==> src/rtl/rf_write_arbiter_pkg.sv <==
// Shared constants for the register-file write-back arbiter: register file
// geometry, default data width and the conventional write-back source slots.
package rf_write_arbiter_pkg;

   localparam int REG_CNT        = 8;
   localparam int REG_SEL_W      = 3;
   localparam int DEFAULT_DATA_W = 16;

   localparam int SRC_ALU  = 0;
   localparam int SRC_MEM  = 1;
   localparam int SRC_LINK = 2;
   localparam int SRC_TRAP = 3;

endpackage

==> src/rtl/rf_write_arbiter_demux8.sv <==
// 3-to-8 decoder producing a one-hot register select from a binary index.
module demux8
   import rf_write_arbiter_pkg::*;
(
   input  logic [REG_SEL_W-1:0] select_input,
   output logic [REG_CNT-1:0]   data_output
);

   always_comb begin
      data_output               = '0;
      data_output[select_input] = 1'b1;
   end

endmodule

==> src/rtl/rf_write_arbiter.sv <==
// Round-robin arbiter sharing the register-file write port between write-back
// sources, with a one-entry registered output stage.
module rf_write_arbiter
   import rf_write_arbiter_pkg::*;
#(
   parameter int NUM_SRC = 4,
   parameter int DATA_W  = DEFAULT_DATA_W
) (
   input  logic                        clk,
   input  logic                        reset,
   input  logic [NUM_SRC-1:0]          src_valid,
   input  logic [NUM_SRC*REG_SEL_W-1:0] src_dest,
   input  logic [NUM_SRC*DATA_W-1:0]   src_data,
   output logic [NUM_SRC-1:0]          src_ready,
   input  logic                        rf_hold,
   output logic                        rf_we,
   output logic [REG_SEL_W-1:0]        rf_sel,
   output logic [DATA_W-1:0]           rf_wdata,
   output logic [REG_CNT-1:0]          rf_wen
);

   localparam int PTR_W = (NUM_SRC > 1) ? $clog2(NUM_SRC) : 1;

   // Handshake: a source transfers in a cycle where src_valid[i] & src_ready[i];
   // src_valid must not depend on src_ready, and dest/data stay stable until granted.
   logic                  out_valid;
   logic [REG_SEL_W-1:0]  out_sel;
   logic [DATA_W-1:0]     out_data;
   logic [PTR_W-1:0]      rr_ptr;

   logic                  can_accept;
   logic                  grant_any;
   logic [PTR_W-1:0]      grant_idx;
   logic [PTR_W-1:0]      scan_idx;
   logic [NUM_SRC-1:0]    grant;
   logic [PTR_W-1:0]      next_ptr;
   logic [REG_CNT-1:0]    sel_onehot;

   logic [REG_SEL_W-1:0]  dest_arr [NUM_SRC];
   logic [DATA_W-1:0]     data_arr [NUM_SRC];

   for (genvar i = 0; i < NUM_SRC; i++) begin : g_unpack
      assign dest_arr[i] = src_dest[i*REG_SEL_W +: REG_SEL_W];
      assign data_arr[i] = src_data[i*DATA_W +: DATA_W];
   end

   // The stage can take a new write when empty or when its current write drains now.
   assign can_accept = ~out_valid | ~rf_hold;

   always_comb begin
      grant     = '0;
      grant_any = 1'b0;
      grant_idx = '0;
      scan_idx  = '0;
      if (!reset && can_accept) begin
         for (int k = 0; k < NUM_SRC; k++) begin
            scan_idx = PTR_W'((int'(rr_ptr) + k) % NUM_SRC);
            if (!grant_any && src_valid[scan_idx]) begin
               grant[scan_idx] = 1'b1;
               grant_any       = 1'b1;
               grant_idx       = scan_idx;
            end
         end
      end
   end

   assign src_ready = grant;
   assign next_ptr  = (grant_idx == PTR_W'(NUM_SRC - 1)) ? '0 : grant_idx + 1'b1;

   always_ff @(posedge clk) begin
      if (reset) begin
         out_valid <= 1'b0;
         out_sel   <= '0;
         out_data  <= '0;
         rr_ptr    <= '0;
      end else if (grant_any) begin
         out_valid <= 1'b1;
         out_sel   <= dest_arr[grant_idx];
         out_data  <= data_arr[grant_idx];
         rr_ptr    <= next_ptr;
      end else if (!rf_hold) begin
         out_valid <= 1'b0;
      end
   end

   demux8 u_demux8 (
      .select_input (out_sel),
      .data_output  (sel_onehot)
   );

   assign rf_we    = out_valid;
   assign rf_sel   = out_sel;
   assign rf_wdata = out_data;
   assign rf_wen   = sel_onehot & {REG_CNT{out_valid}};

endmodule

==> config.mk <==
export PLATFORM = sky130hd
export DESIGN_NAME = rf_write_arbiter
export DESIGN_NICKNAME = d
export VERILOG_FILES = /design/src/rtl/rf_write_arbiter_pkg.sv /design/src/rtl/rf_write_arbiter_demux8.sv /design/src/rtl/rf_write_arbiter.sv
export SDC_FILE = /design/constraint.sdc
export NUM_CORES = 1
export LEC_CHECK = 0
export BUFFER_PORTS_ARGS = -buffer_cell sky130_fd_sc_hd__buf_2
export CELL_PAD_IN_SITES_DETAIL_PLACEMENT = 0
export CELL_PAD_IN_SITES_GLOBAL_PLACEMENT = 1
export CORE_ASPECT_RATIO = 1.25
export CORE_MARGIN = 3
export CORE_UTILIZATION = 27
export DETAILED_ROUTE_END_ITERATION = 7
export PLACE_DENSITY = 0.77
export SLEW_MARGIN = 20
export SYNTH_ARGS = -nofsm -noshare
export SYNTH_HDL_FRONTEND = slang
export SYNTH_SLANG_ARGS = --single-unit
==> constraint.sdc <==
create_clock -name clk -period 3.4 [get_ports clk]
set_input_delay 0.85 -clock clk [delete_from_list [all_inputs] [get_ports clk]]
set_output_delay 0.85 -clock clk [all_outputs]
set_load 0.05 [all_outputs]
# After elaboration in Yosys (flattened, before gate mapping)

Cells that the tools add are included.
Widths: inputs -> output; s select.

$add $sub $neg: 4
Multiply operators: 0
Div/mod/pow operators: 0
Magnitude comparators: 11
Equality and inequality tests: 2
Shift-type cells: 0
Mux-type cells: 48
Bitwise operators: 8
Reductions and logical operators: 13

Operators by type and width:

| cell                | number |
|---|---|
| $bmux 16 s2         | 1 |
| $mux 16             | 2 |
| $mux 4              | 8 |
| $mux 1              | 19 |
| $lt 2x3->1 const B  | 4 |
| $mux 2              | 6 |
| $or 4x4->4          | 3 |
| $logic_and 1x1->1   | 9 |
| $and 8x8->8         | 1 |
| $bmux 1 s2          | 4 |
| $demux 1 s2         | 4 |
| $ge 2x1->1 const B  | 4 |
| $bmux 3 s2          | 1 |
| $mux 3              | 2 |
| $add 2x1->2 const B | 2 |
| $add 2x2->2 const B | 2 |
| $logic_not 1->1     | 4 |
| $lt 3x4->1 const B  | 1 |
| $demux 1 s3         | 1 |
| $ge 3x1->1 const B  | 1 |
| $ge 3x3->1 const B  | 1 |
| $not 2->3           | 1 |
| $eq 2x2->1 const B  | 1 |
| $ne 2x1->1 const B  | 1 |
| other kinds (2)     | 3 |

Register bits after elaboration: 22
Bits in latches: 0
RAM bits: 0
Memory bits (read-only): 0
Input port bits: 83
Output and inout bits: 32
Word-level logic and storage cells: 90
Memories kept: 0

# Depth between registers and ports, before layout

Gate-level depths: netlist of run 1.

Word-level depth: 20
Depth in mapped cells: 13
Mapped depth without buffers: 8

# Modules after synthesis

From an unflattened synthesis of run 1, not the netlist that was laid out.

Cells, all modules: 190
Area, all modules: 1813.0 um^2

By module, submodules not included:

| module           | instances | cells an instance | area each (um^2) | seq. area each (um^2) |
|---|---|---|---|---|
| rf_write_arbiter | 1         | 182               | 1747.9           | 440.4 |
| demux8           | 1         | 8                 | 65.1             | 0.0 |

# Worst setup path after synthesis of run 1

OpenSTA, ideal clock, no wires.

Path kind: reg2out
Start: register rr_ptr[0]
End: output src_ready[0]
Arrival time: 3.169 ns
Required time: 2.550 ns
Slack: -0.619 ns
Cell stages (with the launch flop): 11
Path buffers: 3
Path through: dfxtp_1 buf_2 buf_2 inv_1 ha_1 clkbuf_1 or3b_2 a2111o_1 nand3_2 a221oi_1 nor2_1

Word-level cells in the longest chain between the ends: 16
Elaborated cells on any way between the ends: 54
Classes of those cells: add/sub: 3; order compare: 8; mux: 30; bitwise: 3; reduce/logical: 10

RTL lines:

| element                                                             | RTL line               | source |
|---|---|---|
| start, declared                                                     | rf_write_arbiter.sv:29 | `logic [PTR_W-1:0] rr_ptr;` |
| start signal, assigned                                              | rf_write_arbiter.sv:80 | `rr_ptr <= next_ptr;` |
| parallel branches: the longest is 14 deep, another holds $lt 2x3->1 | n/a                    |  |
| $mux 4 (*)                                                          | rf_write_arbiter.sv:58 | `if (!grant_any && src_valid[scan_idx]) begin` |
| $mux 4 (*)                                                          | rf_write_arbiter.sv:55 | `if (!reset && can_accept) begin` |
| end, declared                                                       | rf_write_arbiter.sv:14 | `output logic [NUM_SRC-1:0] src_ready,` |

Every way passes the cells marked *. The select of a mux whose other input is x is not followed.

# Final worst setup path of run 1

Start: input src_valid[0]
End: output src_ready[1]

Word-level cells in the longest chain between the ends: 16
Elaborated cells on any way between the ends: 31
Classes of those cells: mux: 22; bitwise: 3; reduce/logical: 6

RTL lines:

| element                      | RTL line               | source |
|---|---|---|
| start, declared              | rf_write_arbiter.sv:11 | `input logic [NUM_SRC-1:0] src_valid,` |
| $bmux 1 s2                   | rf_write_arbiter.sv:58 |  |
| $mux 1 (implied by the code) | rf_write_arbiter.sv:58 |  |
| $mux 1                       | rf_write_arbiter.sv:58 |  |
| $mux 1                       | rf_write_arbiter.sv:55 |  |
| $logic_not 1->1              | rf_write_arbiter.sv:58 |  |
| $logic_and 1x1->1            | rf_write_arbiter.sv:58 |  |
| $mux 1                       | rf_write_arbiter.sv:58 |  |
| $mux 1                       | rf_write_arbiter.sv:55 |  |
| $logic_not 1->1              | rf_write_arbiter.sv:58 |  |
| $logic_and 1x1->1            | rf_write_arbiter.sv:58 |  |
| $mux 1                       | rf_write_arbiter.sv:58 |  |
| $mux 1                       | rf_write_arbiter.sv:55 |  |
| $logic_not 1->1              | rf_write_arbiter.sv:58 |  |
| $logic_and 1x1->1            | rf_write_arbiter.sv:58 |  |
| $mux 4 (*)                   | rf_write_arbiter.sv:58 |  |
| $mux 4 (*)                   | rf_write_arbiter.sv:55 |  |

Mark *: on every way between the ends. The rest lies on a longest branch, timed or not. The select of a mux whose other input is x is not followed.

==> impl_metrics.csv, run 1 <==
group,metric,value,unit
floorplanning,dieHeight,101,um
clock_network,cts_setup_buffers,0,
global_route,grt_pass1_vias,2198,
worst_setup_path,r2r_slack,0.44,ns
floorplanning,initial_core_util,28.7,%
worst_setup_path,r2r_end,"rf_wdata[4]$_SDFFE_PP0P_",
worst_setup_path,cp_max_fo,11,
global_route,antenna_found_initial,0,
synthesis,syn_nets,331,
worst_setup_path,cp_slowest_cell,"mux4_2",
detailed_routing,wl_met2,3410,um
global_route,grt_pass1_wl,10500,um
synthesis,synth-edff-count,0,
worst_setup_path,startpoint_type,"input port",
synthesis,syn_inst,240,
clock_network,cts_buffers,3,
sta,worst_pin_slew,0.833,ns
floorplanning,ios,115,
detailed_routing,wirelength,6890,um
worst_setup_path,critPathKind,"input port to output pin",
sta,period_needed,3.27,ns
worst_setup_path,crit_chain,"buf_2 -> mux4_2 -> buf_4 -> a22oi_1 -> nor2_1 -> a221oi_2 -> nor2_4 -> buf_6",
global_route,overflow,0,
placed_design,port_buffers,114,
detailed_routing,drt_iter0_drc,82,
sta,rsz0062_at_grt,"false",
detailed_routing,wl_per_cell,15.5,um
cells_and_area,instances_no_fill,445,
worst_setup_path,max_stage_delay,0.49,ns
placed_design,dpl.hpwl,5470,um
floorplanning,floorplan.rows,33,
sta,period_share,96.3,%
clock_network,cts_max_level,1,
min_path,hold_start,"rf_wdata[0]$_SDFFE_PP0P_",
synthesis,ys_types,46,
clock_network,cts_tree,"done",
worst_setup_path,cp-startpoint,"src_valid[0]",
worst_setup_path,crit_required,2.55,ns
synthesis,synth_commonest_cells,"29 x nand2_1, 22 x dfxtp_1, 21 x nor2_1",
sta,finalSetupTns,0,ns
sta,setup_viol,0,
synthesis,synthesis.area,0.00193,mm^2
cells_and_area,area_growth,46.5,%
clock_network,clock_latency,0.27,ns
job,cap_violations,0,
synthesis,yosysMostFrequentCell,"nand2_1",
cells_and_area,nets,450,
clock_network,clock-sinks,22,
clock_network,holdBufCountCts,0,
detailed_routing,highest_layer,"met4",
synthesis,synth_top_area_share,22.8,%
floorplanning,die_area,0.00821,mm^2
min_path,worstHoldPathType,"flip-flop to flip-flop",
placed_design,dp.cells,441,
synthesis,ys_seq_area_share,22.8,%
synthesis,ys_async_sr_fraction,0,%
floorplanning,design.core.area,0.00673,mm^2
detailed_routing,met1_length,2890,um
clock_network,cts_buffer_depth,2,
detailed_routing,ant_nets,0,
global_route,grtUsageTotal,16.3,%
worst_setup_path,critPathArrivalTime,2.42,ns
placed_design,gp_congestion,0.799,
sta,relSlewSlack,44.4,%
worst_setup_path,regToRegStartpoint,"rr_ptr[1]$_SDFFE_PP0P_",
detailed_routing,wl_met3,451,um
min_path,holdPathStages,2,
clock_network,root_buffer,"clkbuf_8",
sta,fmax,0.305,GHz
power,power.total,2.74,mW
clock_network,clk_pin_slew,0.08,ns
detailed_routing,drc,0,
cells_and_area,insertedDiodeCount,0,
worst_setup_path,crit_path_end_kind,"output pin",
min_path,whs_endpoint,"rf_wdata[0]$_SDFFE_PP0P_",
synthesis,yosys_most_used_dff,"dfxtp_1",
synthesis,avgSynthCellArea,8.04,um^2
sta,drv_slew,0,
floorplanning,die_w,81.6,um
power,cellPowerDensity,969,mW/mm^2
cells_and_area,fillers,706,
worst_setup_path,r2r_cells,11,
synthesis,synth-seq-cells,22,
synthesis,synth_area_leader_cell,"dfxtp_1",
power,leakage,1.33,nW
synthesis,yosys-top-cells-area,"dfxtp_1 23%, mux2i_1 7.8%, o211ai_1 7.4%, nand2_1 5.6%, ha_1 5.2%",
detailed_routing,vias,2280,
cells_and_area,drive_gt1_share,45.3,%
power,peakVddDrop,0.604,mV
synthesis,yosysWarnings,0,
outcome,outcome,"complete, no violations",
global_route,grt_max_degree,20,
detailed_routing,viasPerCell,5.12,
detailed_routing,drtPass1Iterations,4,
sta,hold_viol,0,
sta,clock_skew,0.00891,ns
power breakdown:
part,switching [mW],internal [mW],total (mW)
Sequential,0.0709,0.382,0.453
Combinational,1.36,0.739,2.09
Clock,0.0887,0.103,0.192
Total,1.51,1.22,2.74
layer usage:
| layer | vias to the layer above | GRT usage [%] |
|---|---|---|
| met5 | - | 0 |
| met4 | 0 | 5.75 |
| met3 | 10 | 2.95 |
| met2 | 93 | 27.6 |
| met1 | 1032 | 20.6 |
| li1 | 1145 | - |
area by class of cell:
class / count / area [um^2] / area share, %
Inverter: 2 / 7.51 / 0.265
Tap cell: 87 / 109 / 3.85
Timing Repair Buffer: 134 / 762 / 26.9
Multi-Input combinational cell: 196 / 1450 / 51.4
Clock buffer: 4 / 55.1 / 1.95
Sequential cell: 22 / 442 / 15.6
worst max-delay path by stage:
stage                         endpoint  slack (ns)  cells after the start
after detailed placement  src_ready[1]        0.01                      8
after global placement    src_ready[1]        0.06                      8
after CTS                 src_ready[1]        0.03                     10
final                     src_ready[1]        0.13                      8
after floorplan           src_ready[0]       0.002                     10
after global routing      src_ready[2]       0.009                     10
timing repair:
item | CTS | global route
hold endpoints to repair | 0 | 0
endpoints found under the setup margin | 4 | 4
resized for setup | 5 | 7
gates cloned | 0 | 0
state kept, by name, summed over array words and instances (netlist names):
signal,flops
rr_ptr,2
rf_wdata,16
rf_we,1
rf_sel,3
worst max-delay path, delay by kind of cell:
family / cells / cell delay [ns]
buffers and inverters: 3 / 0.51
muxes: 1 / 0.49
AOI/OAI and AO/OA: 2 / 0.44
and+or+nand+nor: 2 / 0.14
cell families after synthesis:
logic type / after synthesis / synth area share [%]
muxes: 20 / 12.4
DFF: 22 / 22.8
adders and majority gates: 8 / 5.18
and+or+nand+nor: 83 / 20.0
buffers and inverters: 22 / 5.96
AOI/OAI and AO/OA: 85 / 33.6
layout by cell type (no fill, tap or decap), types with 7 or more instances in the layout:
master,instances
buf_2,110
nand2_1,29
dfxtp_1,21
o211ai_1,19
buf_4,18
nor2_1,17
mux2i_1,15
o21ai_0,13
nand3_1,12
a21o_1,12
ha_1,7
metrics by stage:
| stage | util (%) | hold WS (ns) | instance area, um^2 | worst slack (ns) |
|---|---|---|---|---|
| floorplan | - | 0.676 | 2010 | 0.00239 |
| global placement | 40.5 | 0.447 | 2730 | 0.0591 |
| detailed placement | 40.5 | 0.439 | 2730 | 0.0125 |
| CTS | 41.6 | 0.465 | 2800 | 0.0279 |
| global route | 42.0 | 0.508 | 2830 | 0.00878 |
| finish | 42.0 | 0.461 | 2830 | 0.126 |
No activity file was read; power rests on OpenSTA's default activity.
==> run 2: changes to the inputs <==
--- a/config.mk
+++ b/config.mk
@@ -5,14 +5,15 @@
 export SDC_FILE = /design/constraint.sdc
 export NUM_CORES = 1
 export LEC_CHECK = 0
+export ABC_AREA = 1
 export BUFFER_PORTS_ARGS = -buffer_cell sky130_fd_sc_hd__buf_2
 export CELL_PAD_IN_SITES_DETAIL_PLACEMENT = 0
 export CELL_PAD_IN_SITES_GLOBAL_PLACEMENT = 1
 export CORE_ASPECT_RATIO = 1.25
 export CORE_MARGIN = 3
-export CORE_UTILIZATION = 27
+export CORE_UTILIZATION = 28
 export DETAILED_ROUTE_END_ITERATION = 7
-export PLACE_DENSITY = 0.77
+export PLACE_DENSITY = 0.78
 export SLEW_MARGIN = 20
 export SYNTH_ARGS = -nofsm -noshare
 export SYNTH_HDL_FRONTEND = slang
==> run 2 against run 1 <==
Effect of this change: die area up 15%; clock skew decreased by 0.0072 ns; final area rose by 4.6%; combinational power barely moved; register-to-register slack better by 0.25 ns; clock-buffer cell count unchanged; sequential share of layout area down 0.74 points; cell count is 29% higher; largest cell class unchanged; wire length increased by 1.7%; via count is 18% higher; first-iteration DRC count grew 72%.
==> impl_metrics.csv, run 2 <==
group,metric,value,unit
outcome,outcome,"complete, no violations",
placed_design,port_buffers,114,
detailed_routing,wl_per_cell,12.2,um
global_route,antenna_found_initial,0,
sta,relSlewSlack,54.2,%
sta,finalSetupTns,0,ns
clock_network,clock-sinks,22,
sta,drv_slew,0,
cells_and_area,final_common_cell,"buf_2",
synthesis,synthesis.area,0.00233,mm^2
worst_setup_path,r2r_cells,13,
synthesis,synth_commonest_cells,"101 x nand2_1, 84 x nand3_1, 46 x inv_1",
worst_setup_path,critPathKind,"flip-flop to output pin",
placed_design,pre_cts_slack,0.403,ns
floorplanning,die_w,87.7,um
synthesis,synth_area_leader_cell,"dfxtp_1",
sta,worst_pin_slew,0.686,ns
cells_and_area,drive_gt1_share,32.2,%
global_route,grtUsageTotal,14.0,%
synthesis,synth-edff-count,0,
detailed_routing,viasPerCell,4.66,
synthesis,synth-seq-cells,22,
synthesis,avgSynthCellArea,6.16,um^2
power,cellPowerDensity,936,mW/mm^2
placed_design,place_area,0.00290,mm^2
cells_and_area,area_growth,26.7,%
worst_setup_path,crit_required,2.55,ns
worst_setup_path,r2r_end,"rf_sel[1]$_SDFFE_PP0P_",
synthesis,yosys-top-cells-area,"dfxtp_1 19%, nand3_1 18%, nand2_1 16%, nand3b_1 7.7%, inv_1 7.4%",
clock_network,cts_setup_buffers,0,
synthesis,ys_types,30,
synthesis,ys_seq_area_share,18.9,%
placed_design,gp_congestion,0.809,
synthesis,synth_top_area_share,18.9,%
sta,setup_viol,0,
detailed_routing,ant_nets,0,
clock_network,cts_tree,"done",
sta,hold_viol,0,
power,leakage,1.71,nW
worst_setup_path,cp_max_fo,11,
cells_and_area,layout_common_cells,"114 x buf_2, 101 x nand2_1, 84 x nand3_1",
clock_network,cts_buffer_depth,2,
detailed_routing,wirelength,7000,um
placed_design,dpl.hpwl,5270,um
sta,period_share,92.9,%
sta,rsz0062_at_grt,"false",
global_route,overflow,0,
synthesis,syn_nets,470,
detailed_routing,drc,0,
synthesis,yosysWarnings,0,
synthesis,yosysMostFrequentCell,"nand2_1",
min_path,whs_endpoint,"rf_wdata[11]$_SDFFE_PP0P_",
clock_network,root_buffer,"clkbuf_8",
clock_network,cts_buffers,3,
floorplanning,initial_core_util,29.3,%
job,cap_violations,0,
min_path,hold_start,"rf_wdata[11]$_SDFFE_PP0P_",
floorplanning,die_area,0.00948,mm^2
worst_setup_path,startpoint_type,"flip-flop",
cells_and_area,final_area,0.00296,mm^2
sta,period_needed,3.16,ns
global_route,grt_max_degree,46,
sta,fin_ws,0.242,ns
floorplanning,dieHeight,108,um
floorplanning,ios,115,
detailed_routing,vias,2683,
min_path,worstHoldPathType,"flip-flop to flip-flop",
clock_network,clock_latency,0.26,ns
clock_network,clk_pin_slew,0.08,ns
detailed_routing,drtPass1Iterations,5,
detailed_routing,drt_iter0_drc,141,
floorplanning,floorplan.rows,36,
cells_and_area,insertedDiodeCount,0,
clock_network,holdBufCountCts,0,
min_path,holdPathStages,2,
floorplanning,design.core.area,0.00797,mm^2
worst_setup_path,crit_path_end_kind,"output pin",
synthesis,ys_async_sr_fraction,0,%
sta,fmax,0.317,GHz
global_route,grt_pass1_vias,2323,
clock_network,cts_max_level,1,
worst_setup_path,r2r_slack,0.69,ns
sta,clock_skew,0.00173,ns
global_route,grt_pass1_wl,11000,um
synthesis,syn_inst,379,
synthesis,yosys_most_used_dff,"dfxtp_1",
clock_network,cts-resized-gates,0,
cells_and_area,largest_reg_flops,16,
cells_and_area,nets,573,
worst_setup_path,regToRegStartpoint,"rr_ptr[0]$_SDFFE_PP0P_",
worst_setup_path,critPathArrivalTime,2.31,ns
power,peakVddDrop,0.333,mV
worst_setup_path,cp-startpoint,"rr_ptr[0]$_SDFFE_PP0P_",
run 2: cell families (layout without fill, tap and decap cells):
logic type | Yosys count | count (layout) | share of synthesized area (%)
flip-flops | 22 | 22 | 18.9
AO/OA/AOI/OAI | 20 | 20 | 5.14
buffers and inverters | 70 | 172 | 14.8
AND/OR/NAND/NOR | 259 | 259 | 56.9
adder cells (fa/ha/maj) | 8 | 8 | 4.29
run 2: critical path, stage by stage (launching register included):
cell and delay (ns):
dfxtp_1 0.44, inv_8 0.09, ha_1 0.35, inv_1 0.10, nand3_1 0.10, nand2_2 0.11
nor2_2 0.18, nand2_1 0.08, o21ai_0 0.08, a31oi_1 0.06, o21ai_0 0.08, nand2_1 0.06
inv_1 0.05, buf_2 0.25
run 2: layout make-up:
class,count,area (um^2)
timing repair buffer,117,593
inverter,51,201
fill,893,5010
clock buffer,4,55.1
multi-input combinational,287,1550
tap,95,119
sequential,22,440
run 2: power by group:
part / switching [mW] / internal, mW / leakage, nW / total [mW]
Clock: 0.0882 / 0.103 / 0.0288 / 0.191
Combinational: 1.54 / 0.577 / 1.50 / 2.12
Sequential: 0.0759 / 0.380 / 0.184 / 0.456
Total: 1.71 / 1.06 / 1.71 / 2.77
run 2: per-stage QoR:
stage	hold WS, ns	utilization, %	instances	power [mW]
after floorplan	0.620	-	379	2.25
after global placement	0.456	36.4	572	2.58
after detailed placement	0.458	36.4	572	2.59
after CTS	0.472	37.1	576	2.79
after global routing	0.496	37.1	576	3.01
final	0.468	37.1	576	2.77
run 2: worst max-delay path by stage:
stage / endpoint / cells after the start
3_5_place_dp: src_ready[1] / 13
5_1_grt: src_ready[3] / 11
2_1_floorplan: src_ready[1] / 13
6_report: src_ready[2] / 13
4_1_cts: src_ready[2] / 13
3_3_place_gp: src_ready[2] / 13
run 2: metal layers:
layer / global-route usage (%) / vias to the layer above / wire (um) / share of wire, %
li1: - / 1424 / - / -
met1: 18.5 / 1182 / 3070 / 44
met2: 24.0 / 73 / 3490 / 50
met3: 2.74 / 4 / 391 / 5.6
met4: 1.97 / 0 / 55 / 0.79
met5: 0 / - / 0 / 0
==> run 3: changes to the inputs <==
--- a/config.mk
+++ b/config.mk
@@ -6,14 +6,15 @@
 export NUM_CORES = 1
 export LEC_CHECK = 0
 export ABC_AREA = 1
-export BUFFER_PORTS_ARGS = -buffer_cell sky130_fd_sc_hd__buf_2
 export CELL_PAD_IN_SITES_DETAIL_PLACEMENT = 0
 export CELL_PAD_IN_SITES_GLOBAL_PLACEMENT = 1
 export CORE_ASPECT_RATIO = 1.25
 export CORE_MARGIN = 3
-export CORE_UTILIZATION = 28
+export CORE_UTILIZATION = 35
+export CTS_BUF_LIST = sky130_fd_sc_hd__clkbuf_8
 export DETAILED_ROUTE_END_ITERATION = 7
-export PLACE_DENSITY = 0.78
+export DONT_BUFFER_PORTS = 1
+export PLACE_DENSITY = 0.71
 export SLEW_MARGIN = 20
 export SYNTH_ARGS = -nofsm -noshare
 export SYNTH_HDL_FRONTEND = slang
==> run 3 against run 2 <==
Effect of this change: global-route usage increased by 2.0 points; sequential share of layout area increased by 3.1 points; clock-buffer cell count unchanged; critical path depth decreased by 3; largest cell class unchanged; power decreased by 4.9%; via count decreased by 12%; clock power about the same; wire length decreased by 8.9%.
==> impl_metrics.csv, run 3 (same netlist as run 2, synthesis figures left out) <==
group,metric,value,unit
cells_and_area,nets,469,
sta,clock_skew,0.00577,ns
power,leakage,1.29,nW
clock_network,root_buffer,"clkbuf_8",
floorplanning,die_area,0.00769,mm^2
global_route,grt_pass1_wl,10300,um
detailed_routing,ant_nets,0,
worst_setup_path,max_stage_delay,0.43,ns
floorplanning,design.core.area,0.00633,mm^2
sta,drv_slew,0,
global_route,overflow,0,
worst_setup_path,crit_family,"buffers and inverters",
detailed_routing,wirelength,6380,um
power,cellPowerDensity,1080,mW/mm^2
job,cap_violations,0,
placed_design,port_buffers,0,
clock_network,clock-sinks,22,
sta,hold_viol,0,
worst_setup_path,cp_max_fo,11,
worst_setup_path,crit_chain,"inv_8 -> ha_1 -> inv_1 -> nand3_1 -> nand2_2 -> nor2_1 -> a22oi_1 -> o21ai_0 -> o21ai_0 -> inv_1",
worst_setup_path,cp_slowest_cell,"dfxtp_1",
detailed_routing,drt_iter0_drc,107,
floorplanning,floorplan.rows,32,
cells_and_area,final_area,0.00245,mm^2
detailed_routing,vias,2352,
cells_and_area,largest_reg_flops,16,
worst_setup_path,crit_required,2.55,ns
worst_setup_path,cp_num_buf_inv,3,
sta,period_needed,3.19,ns
sta,period_share,93.9,%
clock_network,clock_latency,0.26,ns
worst_setup_path,critPathArrivalTime,2.34,ns
global_route,grt_pass1_vias,2163,
floorplanning,ios,115,
floorplanning,die_w,79.1,um
clock_network,cts_setup_buffers,0,
power,peakVddDrop,0.382,mV
clock_network,cts-resized-gates,0,
placed_design,place_area,0.00239,mm^2
cells_and_area,area_growth,4.88,%
outcome,outcome,"complete, no violations",
global_route,grt_max_degree,46,
clock_network,cts_tree,"done",
clock_network,clk_pin_slew,0.08,ns
sta,worst_pin_slew,0.706,ns
cells_and_area,final_common_cell,"nand2_1",
sta,finalSetupTns,0,ns
clock_network,cts_buffer_depth,2,
min_path,worstHoldPathType,"input port to flip-flop",
sta,fmax,0.313,GHz
detailed_routing,drc,0,
cells_and_area,drive_gt1_share,13.3,%
floorplanning,initial_core_util,36.9,%
detailed_routing,wl_per_cell,13.8,um
sta,rsz0062_at_grt,"false",
sta,fin_ws,0.207,ns
clock_network,cts_max_level,1,
sta,relSlewSlack,52.9,%
detailed_routing,viasPerCell,5.09,
sta,setup_viol,0,
placed_design,pre_cts_slack,0.512,ns
global_route,grtUsageTotal,16.1,%
clock_network,cts_buffers,3,
placed_design,gp_congestion,0.911,
cells_and_area,layout_common_cells,"101 x nand2_1, 84 x nand3_1, 46 x inv_1",
clock_network,holdBufCountCts,0,
cells_and_area,insertedDiodeCount,0,
global_route,antenna_found_initial,0,
worst_setup_path,crit_path_end_kind,"output pin",
worst_setup_path,critPathKind,"flip-flop to output pin",
detailed_routing,drtPass1Iterations,4,
worst_setup_path,startpoint_type,"flip-flop",
floorplanning,dieHeight,97.3,um
placed_design,dpl.hpwl,4740,um
run 3: changes by cell type in the layout (fill, tap and decap cells not counted), sizes merged:
| cell | previous run | this run |
|---|---|---|
| buf | 117 | 13 |
run 3: final timing paths:
kind | startpoint | end | slack, ns | depth (start not counted)
worst min-delay path | reset | rr_ptr[0]$_SDFFE_PP0P_ | 0.65 | 1
worst min register to register | rr_ptr[1]$_SDFFE_PP0P_ | rr_ptr[1]$_SDFFE_PP0P_ | 0.71 | 3
worst max-delay path | rr_ptr[0]$_SDFFE_PP0P_ | src_ready[0] | 0.21 | 10
worst max register to register | rr_ptr[0]$_SDFFE_PP0P_ | rf_wdata[0]$_SDFFE_PP0P_ | 0.73 | 13
run 3: power breakdown:
part           internal, mW  switching, mW  total [mW]  leakage, nW
sequential            0.380          0.487       0.867        0.184
combinational         0.483           1.09        1.58         1.07
clock                 0.103         0.0856       0.189       0.0288
total                 0.965           1.67        2.63         1.29
run 3: area by class of cell:
class | count | area [um^2]
Inverter | 51 | 201
Timing Repair Buffer | 13 | 97.6
Multi-Input combinational cell | 287 | 1550
Clock buffer | 4 | 55.1
Fill cell | 742 | 3880
Tap cell | 85 | 106
Sequential cell | 22 | 440
run 3: layer usage:
metal | GRT usage [%] | vias to the layer above | share of wire [%]
met4 | 4.76 | 0 | 1.3
met5 | 0 | - | 0
met2 | 27.8 | 88 | 48
li1 | - | 1212 | -
met3 | 2.60 | 8 | 6.5
met1 | 20.2 | 1044 | 44
run 3: stage by stage:
stage	hold slack (ns)	power, mW	util [%]	cells
5_1_grt	0.637	2.87	38.7	462
6_report	0.653	2.63	38.7	462
2_1_floorplan	0.620	2.25	-	379
3_5_place_dp	0.700	2.46	37.8	458
4_1_cts	0.648	2.65	38.7	462
3_3_place_gp	0.688	2.45	37.8	458
